$ cat src/rtl/collision_pkg.sv
// Shared types and geometry for the ball collision responder.
// Contents: coordinate type, FSM state encoding, playfield/paddle/brick
// geometry constants and a helper to widen 8-bit screen coordinates.
package collision_pkg;

    // 10-bit signed so that a step past the left/top edge goes negative
    // instead of wrapping.
    typedef logic signed [9:0] coord_t;

    typedef enum logic [1:0] {
        StIdle,
        StCheck,
        StScan,
        StDone
    } state_t;

    localparam coord_t SCREEN_W  = 10'sd160;
    localparam coord_t SCREEN_H  = 10'sd120;
    localparam coord_t BALL_SIZE = 10'sd2;
    localparam coord_t PADDLE_W  = 10'sd24;
    localparam coord_t PADDLE_H  = 10'sd2;
    localparam coord_t BRICK_W   = 10'sd20;
    localparam coord_t BRICK_H   = 10'sd6;
    localparam coord_t BRICK_TOP = 10'sd10;

    localparam int unsigned BRICK_COLS  = 8;
    localparam int unsigned BRICK_ROWS  = 4;
    localparam int unsigned BRICK_COUNT = BRICK_ROWS * BRICK_COLS;

    localparam logic [2:0] LAST_COL   = 3'(BRICK_COLS - 1);
    localparam logic [4:0] LAST_INDEX = 5'(BRICK_COUNT - 1);
    localparam logic [5:0] FULL_COUNT = 6'(BRICK_COUNT);

    function automatic coord_t widen8(input logic [7:0] v);
        return coord_t'({2'b00, v});
    endfunction

endpackage

$ cat src/rtl/rect_overlap.sv
// Combinational axis-aligned rectangle overlap test.
// Ports:
//   ax, ay, aw, ah : rectangle A origin and size (signed 10-bit)
//   bx, by, bw, bh : rectangle B origin and size (signed 10-bit)
//   overlap        : 1 when the inclusive pixel spans intersect on both axes
module rect_overlap
    import collision_pkg::*;
(
    input  coord_t ax,
    input  coord_t ay,
    input  coord_t aw,
    input  coord_t ah,
    input  coord_t bx,
    input  coord_t by,
    input  coord_t bw,
    input  coord_t bh,
    output logic   overlap
);

    logic x_hit;
    logic y_hit;

    // Spans are [a, a+size-1]; both ends inclusive.
    assign x_hit   = (ax <= bx + bw - 10'sd1) && (bx <= ax + aw - 10'sd1);
    assign y_hit   = (ay <= by + bh - 10'sd1) && (by <= ay + ah - 10'sd1);
    assign overlap = x_hit && y_hit;

endmodule

$ cat src/rtl/collision_engine.sv
// Responder side of the ball/collision interface. Per move request it
// computes the next ball position, checks walls, paddle and the 4x8 brick
// field (one brick per cycle) and owns the brick-alive map.
// Ports:
//   clock, reset          : clock, synchronous active-high reset
//   req                   : move request (accepted only when idle)
//   ball_x/ball_y         : current ball top-left corner
//   dir_x/dir_y           : 1 = moving toward smaller coordinate
//   speed                 : per-axis step magnitude
//   paddle_x/paddle_y     : paddle top-left corner
//   load_level            : restore all bricks (honoured only when idle)
//   busy, done            : engine busy, one-cycle result strobe
//   cX, cY, lost          : bounce flags and ball-lost flag
//   brick_hit/brick_index : destroyed brick for this request
//   bricks_alive/left     : alive map and its population count
//   level_clear           : no bricks left
module collision_engine
    import collision_pkg::*;
(
    input  logic        clock,
    input  logic        reset,
    input  logic        req,
    input  logic [7:0]  ball_x,
    input  logic [7:0]  ball_y,
    input  logic        dir_x,
    input  logic        dir_y,
    input  logic [2:0]  speed,
    input  logic [7:0]  paddle_x,
    input  logic [7:0]  paddle_y,
    input  logic        load_level,
    output logic        busy,
    output logic        done,
    output logic        cX,
    output logic        cY,
    output logic        lost,
    output logic        brick_hit,
    output logic [4:0]  brick_index,
    output logic [31:0] bricks_alive,
    output logic [5:0]  bricks_left,
    output logic        level_clear
);

    state_t     state;
    coord_t     cur_x;
    coord_t     next_x;
    coord_t     next_y;
    coord_t     pad_x;
    coord_t     pad_y;
    logic       up;
    logic [2:0] col;
    logic [4:0] idx;
    coord_t     brick_x;
    coord_t     brick_y;

    coord_t     step;
    coord_t     move_x;
    coord_t     move_y;
    logic       paddle_ov;
    logic       brick_ov;
    logic       cur_x_ov;
    logic       wall_x;
    logic       past_bottom;

    always_comb begin
        step   = coord_t'({7'b0, speed});
        move_x = dir_x ? widen8(ball_x) - step : widen8(ball_x) + step;
        move_y = dir_y ? widen8(ball_y) - step : widen8(ball_y) + step;
    end

    assign wall_x      = (next_x < 10'sd0) || (next_x + BALL_SIZE > SCREEN_W);
    assign past_bottom = (next_y + BALL_SIZE > SCREEN_H);

    // Pre-move x span against the brick x span picks the bounce axis.
    assign cur_x_ov = (cur_x <= brick_x + BRICK_W - 10'sd1) &&
                      (brick_x <= cur_x + BALL_SIZE - 10'sd1);

    rect_overlap u_paddle_ov (
        .ax      (next_x),
        .ay      (next_y),
        .aw      (BALL_SIZE),
        .ah      (BALL_SIZE),
        .bx      (pad_x),
        .by      (pad_y),
        .bw      (PADDLE_W),
        .bh      (PADDLE_H),
        .overlap (paddle_ov)
    );

    rect_overlap u_brick_ov (
        .ax      (next_x),
        .ay      (next_y),
        .aw      (BALL_SIZE),
        .ah      (BALL_SIZE),
        .bx      (brick_x),
        .by      (brick_y),
        .bw      (BRICK_W),
        .bh      (BRICK_H),
        .overlap (brick_ov)
    );

    assign busy = (state != StIdle);

    always_ff @(posedge clock) begin
        if (reset) begin
            state        <= StIdle;
            cur_x        <= '0;
            next_x       <= '0;
            next_y       <= '0;
            pad_x        <= '0;
            pad_y        <= '0;
            up           <= 1'b0;
            col          <= '0;
            idx          <= '0;
            brick_x      <= '0;
            brick_y      <= '0;
            done         <= 1'b0;
            cX           <= 1'b0;
            cY           <= 1'b0;
            lost         <= 1'b0;
            brick_hit    <= 1'b0;
            brick_index  <= '0;
            bricks_alive <= '1;
            bricks_left  <= FULL_COUNT;
            level_clear  <= 1'b0;
        end else begin
            done <= 1'b0;
            unique case (state)
                StIdle: begin
                    if (load_level) begin
                        bricks_alive <= '1;
                        bricks_left  <= FULL_COUNT;
                        level_clear  <= 1'b0;
                    end
                    if (req) begin
                        cur_x       <= widen8(ball_x);
                        next_x      <= move_x;
                        next_y      <= move_y;
                        pad_x       <= widen8(paddle_x);
                        pad_y       <= widen8(paddle_y);
                        up          <= dir_y;
                        cX          <= 1'b0;
                        cY          <= 1'b0;
                        lost        <= 1'b0;
                        brick_hit   <= 1'b0;
                        brick_index <= '0;
                        state       <= StCheck;
                    end
                end
                StCheck: begin
                    cX <= wall_x;
                    cY <= (next_y < 10'sd0);
                    if (past_bottom) begin
                        lost  <= 1'b1;
                        state <= StDone;
                    end else if (!up && paddle_ov) begin
                        cY    <= 1'b1;
                        state <= StDone;
                    end else begin
                        col     <= '0;
                        idx     <= '0;
                        brick_x <= '0;
                        brick_y <= BRICK_TOP;
                        state   <= StScan;
                    end
                end
                StScan: begin
                    if (bricks_alive[idx] && brick_ov) begin
                        bricks_alive[idx] <= 1'b0;
                        bricks_left       <= bricks_left - 6'd1;
                        level_clear       <= (bricks_left == 6'd1);
                        brick_hit         <= 1'b1;
                        brick_index       <= idx;
                        // OR into any wall bounce already recorded.
                        if (cur_x_ov) begin
                            cY <= 1'b1;
                        end else begin
                            cX <= 1'b1;
                        end
                        state <= StDone;
                    end else if (idx == LAST_INDEX) begin
                        state <= StDone;
                    end else begin
                        idx <= idx + 5'd1;
                        if (col == LAST_COL) begin
                            col     <= '0;
                            brick_x <= '0;
                            brick_y <= brick_y + BRICK_H;
                        end else begin
                            col     <= col + 3'd1;
                            brick_x <= brick_x + BRICK_W;
                        end
                    end
                end
                StDone: begin
                    done  <= 1'b1;
                    state <= StIdle;
                end
                default: state <= StIdle;
            endcase
        end
    end

endmodule

$ cat config.mk
export PLATFORM = sky130hd
export DESIGN_NAME = collision_engine
export DESIGN_NICKNAME = d
export VERILOG_FILES = /design/src/rtl/collision_pkg.sv /design/src/rtl/rect_overlap.sv /design/src/rtl/collision_engine.sv
export SDC_FILE = /design/constraint.sdc
export NUM_CORES = 1
export LEC_CHECK = 0
export CAP_MARGIN = 20
export CORE_AREA = 2 2 139 141
export DETAILED_ROUTE_END_ITERATION = 16
export DIE_AREA = 0 0 141 143
export GPL_ROUTABILITY_DRIVEN = 1
export MAX_ROUTING_LAYER = met4
export PLACE_DENSITY = 0.78
export SLEW_MARGIN = 20
export SYNTH_ARGS = -nofsm -noshare
export SYNTH_HDL_FRONTEND = slang
export SYNTH_SLANG_ARGS = --single-unit
export TNS_END_PERCENT = 1
$ cat constraint.sdc
create_clock -name clock -period 4.5 [get_ports clock]
set_clock_uncertainty 0.2 [all_clocks]
set_input_delay 1.35 -clock clock [delete_from_list [all_inputs] [get_ports clock]]
set_output_delay 1.35 -clock clock [all_outputs]
set_load 0.05 [all_outputs]
==> flow_summary_export.csv <==
group,metric,value,unit
place,place_worst_setup_slack,-0.0561,ns
worst_setup_path,cp_max_fo,16,
worst_setup_path,slowest_delay,0.55,ns
worst_setup_path,crit_family,"simple AND/OR/NAND/NOR gates",
worst_setup_path,cp_data_arrival_time,4.44,ns
detailed_routing,drt_wl_total,26.1,mm
worst_setup_path,worstSetupStartpoint,"next_x[1]",
detailed_routing,vias_per_cell,5.90,
clocking,htreeDepth,4,
worst_setup_path,path_depth,16,
logic_synthesis,async_reset_ff_share,0,%
power,power,5.78,mW
logic_synthesis,ys_types,77,
worst_setup_path,slowest_stage,"or4_4",
clocking,ctsHoldBuffers,0,
power,p_clk_share,24.8,%
job,maxCapViolCount,0,
power,p_comb_share,51.2,%
clocking,path_clk_slew,0.06,ns
logic_synthesis,synth_enable_flop_cells,0,
timing,fmax,230,MHz
place,place.gp.congestion,0.952,
worst_setup_path,crit_top_cell,"nand4_1",
timing,setup_viol,0,
clocking,clockBufferDepth,2,
die,dieWidth,141,µm
timing,slew_viol_final,0,
detailed_routing,antenna_left,0,
worst_setup_path,crit_end,"bricks_alive[28]",
power,ir_worst_vdd,390,µV
place,placed_area,11300,µm²
power,pwr-share-seq,24.0,%
detailed_routing,drcViolationCount,0,
logic_synthesis,ys_seq_area_share,24.3,%
power,p_switching,2.43,mW
worst_setup_path,path_buf_inv,0,
logic_synthesis,yosys.area_share.simple,22.7,%
grt,antenna_found_initial,0,
logic_synthesis,synth_top_family_by_area,"simple AND/OR/NAND/NOR gates",
worst_setup_path,cp-end-kind,"flop",
outcome,outcome,"finished clean",
grt,grtUsageTotal,26.8,%
clocking,cts_tree,"built",
power,switching_share,42.0,%
die,core,18600,µm²
clocking,cts_buffers,17,
grt,grt_pass1_vias,8976,
finish,fillers,1573,
finish,layout-drive-gt1-share,12.2,%
worst_setup_path,rr_endpoint,"bricks_alive[28]",
worst_setup_path,reg2reg_from,"next_x[1]",
die,num_io_pins,91,
logic_synthesis,synthCells,1244,
timing,fin_crit_sh,96.7,%
finish,fin_util,65.4,%
logic_synthesis,synth_fp_nets,1417,
die,die_area,20200,µm²
grt,gr-total-overflow,0,
grt,grt_max_degree,65,
hold_path,hold_class,"flop to flop",
logic_synthesis,ys_warn_count,0,
timing,relSlewSlack,46.9,%
clocking,clock_latency,0.43,ns
detailed_routing,drt_iter0_drc,568,
finish,nets,1525,
die,rows,50,
finish,diodes,0,
finish,final_cell_mix,"140 x nand2_1, 123 x ha_1, 107 x dfxtp_1",
logic_synthesis,syn_area_per_cell,8.01,µm²
finish,layout_commonest_cell,"nand2_1",
timing,rsz0062_at_grt,"yes",
place,hpwl,19.2,mm
timing,hold_viol_final,0,
die,fp.dieH,143,µm
logic_synthesis,synth_seq_cells,121,
place,port_buffers,90,
finish,final_area,12200,µm²
die,initial_utilization,53.6,%
logic_synthesis,synth_ff_type,"dfxtp_1",
logic_synthesis,synth_xor_area_share,8.35,%
clocking,cts_root_buffer,"clkbuf_16",
logic_synthesis,synthesis.area,9960,µm²
timing,tightest_slew,0.796,ns
power,p_per_area,476,nW/µm²
detailed_routing,drt-pass1-iter-count,5,
detailed_routing,vias,9432,
worst_setup_path,path_cells,"ha_4, xor2_2, a2bb2oi_2, nor3_2, nand4_1, xnor2_1, ha_1, nand4_1, o32ai_2, o21a_1, o22ai_1, or4_4, or2_4, a211oi_4, and2_4, a31oi_1",
power,p_int,3.36,mW
logic_synthesis,synthAdderAreaFrac,17.0,%
timing,period_needed,4.35,ns
power,p_leak,4.82,nW
worst_setup_path,required,4.58,ns
logic_synthesis,synth_compound_area_share,19.6,%
logic_synthesis,synth.area.mux_share,2.64,%
worst_setup_path,setup.worst_path.start_class,"flop",
finish,area_growth,22.0,%
clocking,cts.sinks,121,
worst_setup_path,r2r.worst_path.cells,16,
grt,grt_pass1_wl,43.0,mm
detailed_routing,routedWlPerCell,16.3,µm
worst_setup_path,critical_path_class,"flop to flop",
worst_setup_path,r2r_setup_slack,0.15,ns
timing,layout_setup_ws,0.147,ns
per-layer routing:
metal	wire, µm	track usage [%]	vias up	share of wire, %
met1	11700	33.1	4433	45
li1	-	-	4690	-
met4	601	8.79	0	2.3
met5	0	-	-	0
met3	1220	4.43	46	4.7
met2	12600	44.9	263	48
logic make-up (layout without fill, tap and decap cells):
family / count (synthesis) / in the layout
AOI/OAI and AO/OA: 297 / 297
muxes: 26 / 26
adders and majority gates: 132 / 132
xor gates and xnor gates: 95 / 95
buffers and inverters: 115 / 235
and+or+nand+nor: 458 / 459
DFF: 121 / 121
cells in the mapped netlist, types with 13 or more instances:
master	instances	area, µm²
nor3_1	29	145
dfxtp_1	121	2420
and3_1	13	81.3
a21oi_1	96	480
nor2b_1	19	119
o21ai_0	41	205
inv_1	54	203
nand3_1	37	185
xnor2_1	61	534
nand2_1	141	529
a211oi_1	17	128
mux2i_1	24	240
a31oi_1	39	244
nand4_1	24	150
xor2_1	34	298
nand2b_1	22	138
clkbuf_1	38	143
nor2_1	103	387
ha_1	127	1590
power groups by stage:
stage / registers [mW] / clock network [mW] / logic (mW)
2_1_floorplan: 1.46 / 0 / 2.01
3_3_place_gp: 1.39 / 0 / 2.75
3_5_place_dp: 1.40 / 0 / 2.81
4_1_cts: 1.37 / 1.45 / 2.86
5_1_grt: 1.41 / 1.51 / 3.27
6_report: 1.39 / 1.44 / 2.96
registers in the layout (all words and copies together) (netlist names):
register,count
bricks_alive,32
next_x,10
next_y,10
brick_y,9
brick_x,8
cur_x,8
pad_x,8
pad_y,8
bricks_left,6
brick_index,5
idx,5
col,3
state,2
brick_hit,1
cX,1
cY,1
done,1
level_clear,1
lost,1
up,1
layout make-up:
class,instances,area [µm²],share of cell area [%]
clock buffer,19,453,3.73
clock inverter,13,165,1.36
inverter,54,203,1.67
tap,234,293,2.41
sequential,121,2450,20.1
multi-input combinational,1009,7250,59.7
timing repair buffer,149,1340,11.0
worst min-delay path by stage:
stage	slack, ns	endpoint	cells past startpoint	start
2_1_floorplan	0.24	pad_y[0]	2	pad_y[0]
3_3_place_gp	0.25	col[1]	2	col[1]
3_5_place_dp	0.25	up	2	up
4_1_cts	0.26	up	2	up
5_1_grt	0.28	up	2	up
6_report	0.26	up	2	up
stage by stage:
step           instances  hold slack, ns  setup TNS, ns
6_report            1599           0.260              0
3_5_place_dp        1563           0.251          -1.29
2_1_floorplan       1244           0.236              0
5_1_grt             1599           0.276        -0.0460
3_3_place_gp        1563           0.247       -0.00186
4_1_cts             1596           0.258              0
worst register-to-register path, cell delays in order, from the launching register on:
cell       delay, ns
dfxtp_4         0.39
ha_4            0.19
xor2_2          0.16
a2bb2oi_2       0.19
nor3_2          0.19
nand4_1         0.14
xnor2_1         0.18
ha_1            0.35
nand4_1         0.13
o32ai_2         0.29
o21a_1          0.15
o22ai_1         0.07
or4_4           0.55
or2_4           0.29
a211oi_4        0.29
and2_4          0.32
a31oi_1         0.13
timing repair:
action	in CTS	in global routing
pin swaps	0	5
resized for setup	8	39
cloned	1	0
endpoints found under the setup margin	38	72
buffers inserted	0	3
Note: power is estimated with default switching activity, not from simulation.
